<file path="src/rtl/bram_stream_pkg.sv">
// rtl/bram_stream_pkg.sv - shared state type and address helpers for bram_stream_reader
package bram_stream_pkg;

    typedef enum logic [1:0] {
        IDLE,
        READ,
        CLEAR,
        DRAIN
    } state_e;

    localparam int C_WORD_BYTES = 4;

    // Word-aligned byte address folded into a power-of-two memory.
    function automatic logic [31:0] addr_wrap(input logic [31:0] addr, input logic [31:0] memsize);
        return addr & (memsize - 32'd1) & ~32'(C_WORD_BYTES - 1);
    endfunction

    function automatic logic [31:0] addr_inc(input logic [31:0] addr, input logic [31:0] memsize);
        return addr_wrap(addr + 32'(C_WORD_BYTES), memsize);
    endfunction

endpackage

</file>
<file path="src/rtl/bram_stream_fifo2.sv">
// rtl/bram_stream_fifo2.sv - 2-entry registered FIFO with simultaneous push and pop
module bram_stream_fifo2
    import bram_stream_pkg::*;
#(
    parameter int DW = 32
) (
    input  logic          clk_i,
    input  logic          rst_i,
    input  logic          push_i,
    input  logic [DW-1:0] data_i,
    input  logic          pop_i,
    output logic [DW-1:0] data_o,
    output logic          valid_o,
    output logic [1:0]    count_o
);

    logic [DW-1:0] mem_q [2];
    logic          wr_ptr_q, wr_ptr_d;
    logic          rd_ptr_q, rd_ptr_d;
    logic [1:0]    count_q, count_d;

    always_comb begin
        wr_ptr_d = push_i ? ~wr_ptr_q : wr_ptr_q;
        rd_ptr_d = pop_i  ? ~rd_ptr_q : rd_ptr_q;
        count_d  = count_q;
        case ({push_i, pop_i})
            2'b10:   count_d = count_q + 2'd1;
            2'b01:   count_d = count_q - 2'd1;
            default: count_d = count_q;
        endcase
    end

    always_ff @(posedge clk_i) begin
        if (rst_i) begin
            mem_q[0] <= '0;
            mem_q[1] <= '0;
            wr_ptr_q <= 1'b0;
            rd_ptr_q <= 1'b0;
            count_q  <= 2'd0;
        end else begin
            if (push_i) begin
                mem_q[wr_ptr_q] <= data_i;
            end
            wr_ptr_q <= wr_ptr_d;
            rd_ptr_q <= rd_ptr_d;
            count_q  <= count_d;
        end
    end

    assign data_o  = mem_q[rd_ptr_q];
    assign valid_o = (count_q != 2'd0);
    assign count_o = count_q;

endmodule

</file>
<file path="src/rtl/bram_stream_reader.sv">
// rtl/bram_stream_reader.sv - BRAM burst reader feeding a valid/ready stream
// Define BRAM_RD_CLEAR_EN to zero each word after it is read (clear-on-read).
module bram_stream_reader
    import bram_stream_pkg::*;
#(
    parameter int C_MEMSIZE     = 'h4000,
    parameter int C_PORT_DWIDTH = 32,
    parameter int C_PORT_AWIDTH = 32,
    parameter int C_NUM_WE      = 4
) (
    input  logic                     Clk,
    input  logic                     Rst,
    input  logic                     Start,
    input  logic [31:0]              Base_Addr,
    input  logic [15:0]              Num_Words,
    output logic                     Busy,
    output logic                     Done,
    output logic                     BRAM_Clk,
    output logic                     BRAM_Rst,
    output logic                     BRAM_EN,
    output logic [C_NUM_WE-1:0]      BRAM_WEN,
    output logic [C_PORT_AWIDTH-1:0] BRAM_Addr,
    output logic [C_PORT_DWIDTH-1:0] BRAM_Dout,
    input  logic [C_PORT_DWIDTH-1:0] BRAM_Din,
    output logic [C_PORT_DWIDTH-1:0] M_Data,
    output logic                     M_Valid,
    input  logic                     M_Ready
);

    localparam logic [31:0] MEMSIZE = 32'(C_MEMSIZE);

    state_e      state_q, state_d;
    logic [31:0] addr_q, addr_d;
    logic [15:0] left_q, left_d;
    logic        inflight_q;
    logic        done_q, done_d;

    logic        rd_en;
    logic        wr_en;
    logic        pop;
    logic        last_pop;
    logic [1:0]  fifo_count;
    logic [2:0]  occupancy;

    // A pop in the same cycle frees a slot, so back-to-back reads sustain one word per cycle.
    assign pop       = M_Valid & M_Ready;
    assign occupancy = {1'b0, fifo_count} + {2'b0, inflight_q} - {2'b0, pop};

    always_comb begin
        state_d  = state_q;
        addr_d   = addr_q;
        left_d   = left_q;
        done_d   = 1'b0;
        rd_en    = 1'b0;
        wr_en    = 1'b0;
        last_pop = 1'b0;
        case (state_q)
            IDLE: begin
                if (Start) begin
                    if (Num_Words == 16'd0) begin
                        done_d = 1'b1;
                    end else begin
                        state_d = READ;
                        addr_d  = addr_wrap(Base_Addr, MEMSIZE);
                        left_d  = Num_Words;
                    end
                end
            end
            READ: begin
                if (occupancy < 3'd2) begin
                    rd_en = 1'b1;
`ifdef BRAM_RD_CLEAR_EN
                    state_d = CLEAR;
`else
                    addr_d = addr_inc(addr_q, MEMSIZE);
                    left_d = left_q - 16'd1;
                    if (left_q == 16'd1) begin
                        state_d = DRAIN;
                    end
`endif
                end
            end
`ifdef BRAM_RD_CLEAR_EN
            // Write zero back to the word read last cycle; the read already latched the old value.
            CLEAR: begin
                wr_en   = 1'b1;
                addr_d  = addr_inc(addr_q, MEMSIZE);
                left_d  = left_q - 16'd1;
                state_d = (left_q == 16'd1) ? DRAIN : READ;
            end
`endif
            DRAIN: begin
                if (pop && (fifo_count == 2'd1) && !inflight_q) begin
                    last_pop = 1'b1;
                    state_d  = IDLE;
                end
            end
            default: state_d = IDLE;
        endcase
    end

    always_ff @(posedge Clk) begin
        if (Rst) begin
            state_q    <= IDLE;
            addr_q     <= '0;
            left_q     <= '0;
            inflight_q <= 1'b0;
            done_q     <= 1'b0;
        end else begin
            state_q    <= state_d;
            addr_q     <= addr_d;
            left_q     <= left_d;
            inflight_q <= rd_en;
            done_q     <= done_d;
        end
    end

    bram_stream_fifo2 #(
        .DW(C_PORT_DWIDTH)
    ) u_fifo (
        .clk_i   (Clk),
        .rst_i   (Rst),
        .push_i  (inflight_q),
        .data_i  (BRAM_Din),
        .pop_i   (pop),
        .data_o  (M_Data),
        .valid_o (M_Valid),
        .count_o (fifo_count)
    );

    assign Busy      = (state_q != IDLE);
    assign Done      = done_q | last_pop;
    assign BRAM_Clk  = Clk;
    assign BRAM_Rst  = Rst;
    assign BRAM_EN   = rd_en | wr_en;
    assign BRAM_WEN  = wr_en ? '1 : '0;
    assign BRAM_Addr = C_PORT_AWIDTH'(addr_q);
    assign BRAM_Dout = '0;

endmodule
</file>
<file path="config.mk">
export PLATFORM = sky130hd
export DESIGN_NAME = bram_stream_reader
export DESIGN_NICKNAME = d
export VERILOG_FILES = /design/src/rtl/bram_stream_pkg.sv /design/src/rtl/bram_stream_fifo2.sv /design/src/rtl/bram_stream_reader.sv
export SDC_FILE = /design/constraint.sdc
export NUM_CORES = 1
export LEC_CHECK = 0
export ABC_AREA = 1
export BUFFER_PORTS_ARGS = -buffer_cell sky130_fd_sc_hd__buf_2
export CORE_ASPECT_RATIO = 0.75
export CORE_UTILIZATION = 51
export CTS_CLUSTER_DIAMETER = 40
export DETAILED_ROUTE_END_ITERATION = 10
export GPL_ROUTABILITY_DRIVEN = 0
export PLACE_DENSITY_LB_ADDON = 0.05
export SLEW_MARGIN = 40
export SYNTH_ARGS = -nofsm -noshare
export SYNTH_HDL_FRONTEND = slang
export SYNTH_SLANG_ARGS = --single-unit
export TNS_END_PERCENT = 1
</file>
<file path="constraint.sdc">
create_clock -name Clk -period 6.7 [get_ports Clk]
set_input_delay 1.34 -clock Clk [delete_from_list [all_inputs] [get_ports Clk]]
set_output_delay 1.34 -clock Clk [all_outputs]
set_load 0.005 [all_outputs]
</file>
=== Word-level counts from Yosys, hierarchy flattened ===
Memories as Yosys holds them, arrays and structs flattened. A register that Yosys moved wholly into a read port is not among the register bits.
Cells that the tools add are included.

* Register bits after elaboration: 56
* RAM bits: 64
* Input port bits: 84
* Output and inout bits: 106
* Logic and storage cells: 76
* Memories: 1

{| class="wikitable"
|+ Memories
! memory !! depth !! width !! read ports !! clocked after Yosys merged registers in !! write ports !! line !! text
|-
| u_fifo.mem_q || 2 || 32 || 1 || 1 || 2 || bram_stream_fifo2.sv:17 || <nowiki>logic [DW-1:0] mem_q [2];</nowiki>
|}

* Add/sub/neg operators: 6
* $lt $le $gt $ge: 1
* Equal/unequal tests: 11
* Multiplexer cells: 30
* Bitwise logic cells: 6
* Reductions and logical operators: 13

{| class="wikitable"
|+ Operators with widths
! operator !! count
|-
| $mux W32 || 4
|-
| $pmux W32 S2 || 1
|-
| $mux W16 || 3
|-
| $pmux W16 S2 || 1
|-
| $reduce_or A32 Y1 || 1
|-
| $eq A16 B1 Y1 const B || 1
|-
| $logic_not A16 Y1 || 1
|-
| $sub A16 B1 Y16 const B || 1
|-
| $add A14 B3 Y14 const B || 1
|-
| $mux W1 || 14
|-
| $mux W2 || 5
|-
| $ne A2 B2 Y1 const B || 5
|-
| $reduce_bool A2 Y1 || 4
|-
| $eq A2 B1 Y1 const B || 3
|-
| $pmux W2 S3 || 1
|-
| $reduce_and A5 Y1 || 1
|-
| $eq A2 B2 Y1 const B || 2
|-
| $not A1 Y1 || 4
|-
| $pmux W2 S2 || 1
|-
| $reduce_and A4 Y1 || 1
|-
| $add A2 B1 Y3 || 1
|-
| $lt A3 B2 Y1 const B || 1
|-
| $reduce_or A3 Y1 || 1
|-
| $sub A3 B1 Y3 || 1
|-
| 7 further kinds || 8
|}

=== Depth between registers and ports, before layout ===
* Depth in word-level cells: 7
* Depth in mapped cells: 20

=== Modules after synthesis ===
Synthesis repeated with hierarchy kept, for this count alone.

* Cells, all modules: 669
* Area, all modules: 5691.7 µm²

{| class="wikitable"
|+ By module, submodules not included
! module !! times used !! cells an instance !! area each (µm²)
|-
| bram_stream_fifo2 || 1 || 235 || 3062.9
|-
| bram_stream_reader || 1 || 434 || 2628.8
|}

==> run metrics <==
Setup Skew=0.00817 ns; number of diodes=0; number of global-route vias before repair=between 4000 and 5000; number of distinct library cells after synthesis=35; startpoint of the worst setup timing path=Clk; Starting Density=0.536; number of nets in the layout=between 800 and 900; quantity of I/O buffers inserted on ports=around 110; total placed instance area=6070 um^2; fraction of met2 tracks used by global routing=0.346; most common cell in the synthesized netlist=nand2_1; core box area=between 10000 and 15000 um^2; critical path startpoint category=clock port; number of placed I/O pins=190; peak-usage layer in the global routing report=met2; Filler cells=roughly 950; portion of synthesized cell area occupied by the leading cell type=0.340; synth warn=0; critical path start-end classification=clock port to primary output; remaining number of nets flagged by the antenna check after routing=0; overall die area=roughly 11000 um^2; Relative slew margins=0.566; Critical Path RT=about 5.4 ns; GR met3 Demand/Resource=0.0457; worst-margin pin slew=around 0.65 ns; count of flip-flops with a built-in enable after synthesis=between 60 and 70; Worst Setup End Kind=primary output; clock-pin slew reported for the worst setup and hold paths after clock tree synthesis=around 0.070 ns; Global Route met1 Usage=0.301; maximum number of pins on one net before global-route repair=35; die outline height=approximately 93 um; count of max-cap constraint violations=0; Resized Gates After CTS=0; worst r2r src=u_fifo.count_o[1]$_SDFFE_PP0P_; number of synthesized register bits=about 100; area of the mapped netlist=~5600 um^2; antenna violations before repair=0; largest vdd supply drop=~210 uV; Overflow after GRT=0; post-CTS repair timing setup buffer count=0; Min-Delay Startpoint=left_q[15]$_SDFFE_PP0P_; Fin. Hold Viols=0; Setup-failing EPs final=0; synth top area cells=edfxtp_1 (34%), dfxtp_1 (13%), nand2_1 (8.6%), nor2_1 (7.8%), buf_4 (7.7%); drt total wl=about 12000 um; Critical Path AT=between 3 and 4 ns; total count of max-transition violations in the final report=0; clock latency reported for the late side of the worst-skew pair=approximately 0.46 ns; area growth from synthesis to final layout=15.2%; Commonest cells post-synth=nand2_1 (129), nor2_1 (118), inv_1 (70), edfxtp_1 (64), buf_4 (58); share of flip-flops with an asynchronous set or reset after synthesis=0; CTS tree=done; DRT Pass-1 Iters=5; remaining routing DRC violations=0; fraction of layout cells with a size suffix above 1=0.256; drt wl/cell=13.4 um; die width=123 um; register area share after synthesis=0.472; total routing resource utilization after global routing=0.221; predominant post-synthesis flop cell=edfxtp_1; RSZ-0062 raised after global routing=no; drt first-iter violations=310; Post-CTS Hold Buffers=0; result of the run=finished clean; row cnt=32; Gate Count Post-Synth=between 600 and 700; setup tns final=0 ns; HPWL after detailed placement=~8200 um; Leakage=3.10 nW; first-pass GRT wire length=roughly 19000 um; mean instance size in the synthesized netlist=8.44 um^2; final non-filler cell area=roughly 6500 um^2; power per unit of standard cell area=about 420 nW/um^2; Hold WC Path Type=flop to flop; dominant cell type by area after synthesis=edfxtp_1; detailed-route via count=between 4000 and 5000; average via count per standard cell=approximately 4.9; Crit Path Max Fanout=2
worst max-delay path, cell delays in order:
cell and delay (ns):
clkbuf_16 0.12, clkbuf_16 0.13, buf_2 0.12
sequential cells by signal, indices dropped and copies added (netlist names), named ones only:
name	flops
left_q	16
done_q	1
u_fifo.count_o	2
BRAM_Addr	12
state_q	2
u_fifo.mem_q	64
inflight_q	1
u_fifo.wr_ptr_q	1
u_fifo.rd_ptr_q	1
final cells by class:
type | count | area [um^2] | area share
inverters | 72 | 270 | 0.0416
repair buffers | 119 | 633 | 0.0974
well taps | 136 | 170 | 0.0262
flip-flops and latches | 101 | 2660 | 0.409
multi-input cells | 468 | 2360 | 0.363
clock buffers | 13 | 305 | 0.0470
clock inverters | 7 | 104 | 0.0160
metal layers:
metal | vias to the layer above | part of all wire
li1 | 2250 | -
met1 | 2051 | 0.47
met2 | 174 | 0.45
met3 | 17 | 0.059
met4 | 0 | 0.015
met5 | - | 0
final timing paths:
check / to / slack, ns / depth (start not counted)
worst max-delay path: BRAM_Clk / 1.65 / 3
worst min-delay path: left_q[15]$_SDFFE_PP0P_ / 0.48 / 2
worst max register to register: BRAM_Addr[7]$_SDFFE_PP0P_ / 3.43 / 14
worst min register to register: left_q[15]$_SDFFE_PP0P_ / 0.48 / 2
power by group:
group | total [mW] | leakage (nW) | switching (mW) | internal, mW
clock network | 0.669 | 0.195 | 0.256 | 0.413
logic | 1.13 | 1.93 | 0.696 | 0.438
registers | 0.916 | 0.968 | 0.111 | 0.805
placed cells by master (no fill, tap or decap), types with 6 or more instances in the layout:
cell type	instances
mux2_2	33
nand2_1	129
buf_4	6
o21ai_1	6
dfxtp_1	37
clkbuf_16	12
buf_2	113
a21oi_2	7
inv_1	70
edfxtp_1	64
o21ai_0	13
a21oi_1	23
nor2_1	118
conb_1	56
nand3_1	33
cell families after synthesis:
group | after synthesis | synth area share
flops | 101 | 0.472
mux | 33 | 0.0658
simple gates | 309 | 0.230
xor+xnor | 2 | 0.00310
buf+inv | 155 | 0.147
other cells | 1 | 0.000664
compound gates | 62 | 0.0667
fa+ha+maj | 6 | 0.0146
per-stage QoR:
step                      utilization  instances  setup WS, ns  power (mW)  hold slack [ns]
after floorplan                     -        724          1.90        1.77            0.458
after global placement          0.577        896          1.91        2.01            0.466
after detailed placement        0.577        896          1.91        2.03            0.471
after CTS                       0.615        915          1.64        2.70            0.482
after global routing            0.618        916          1.64        2.92            0.517
final                           0.618        916          1.65        2.72            0.481
Power figures use the tool's default switching activity.
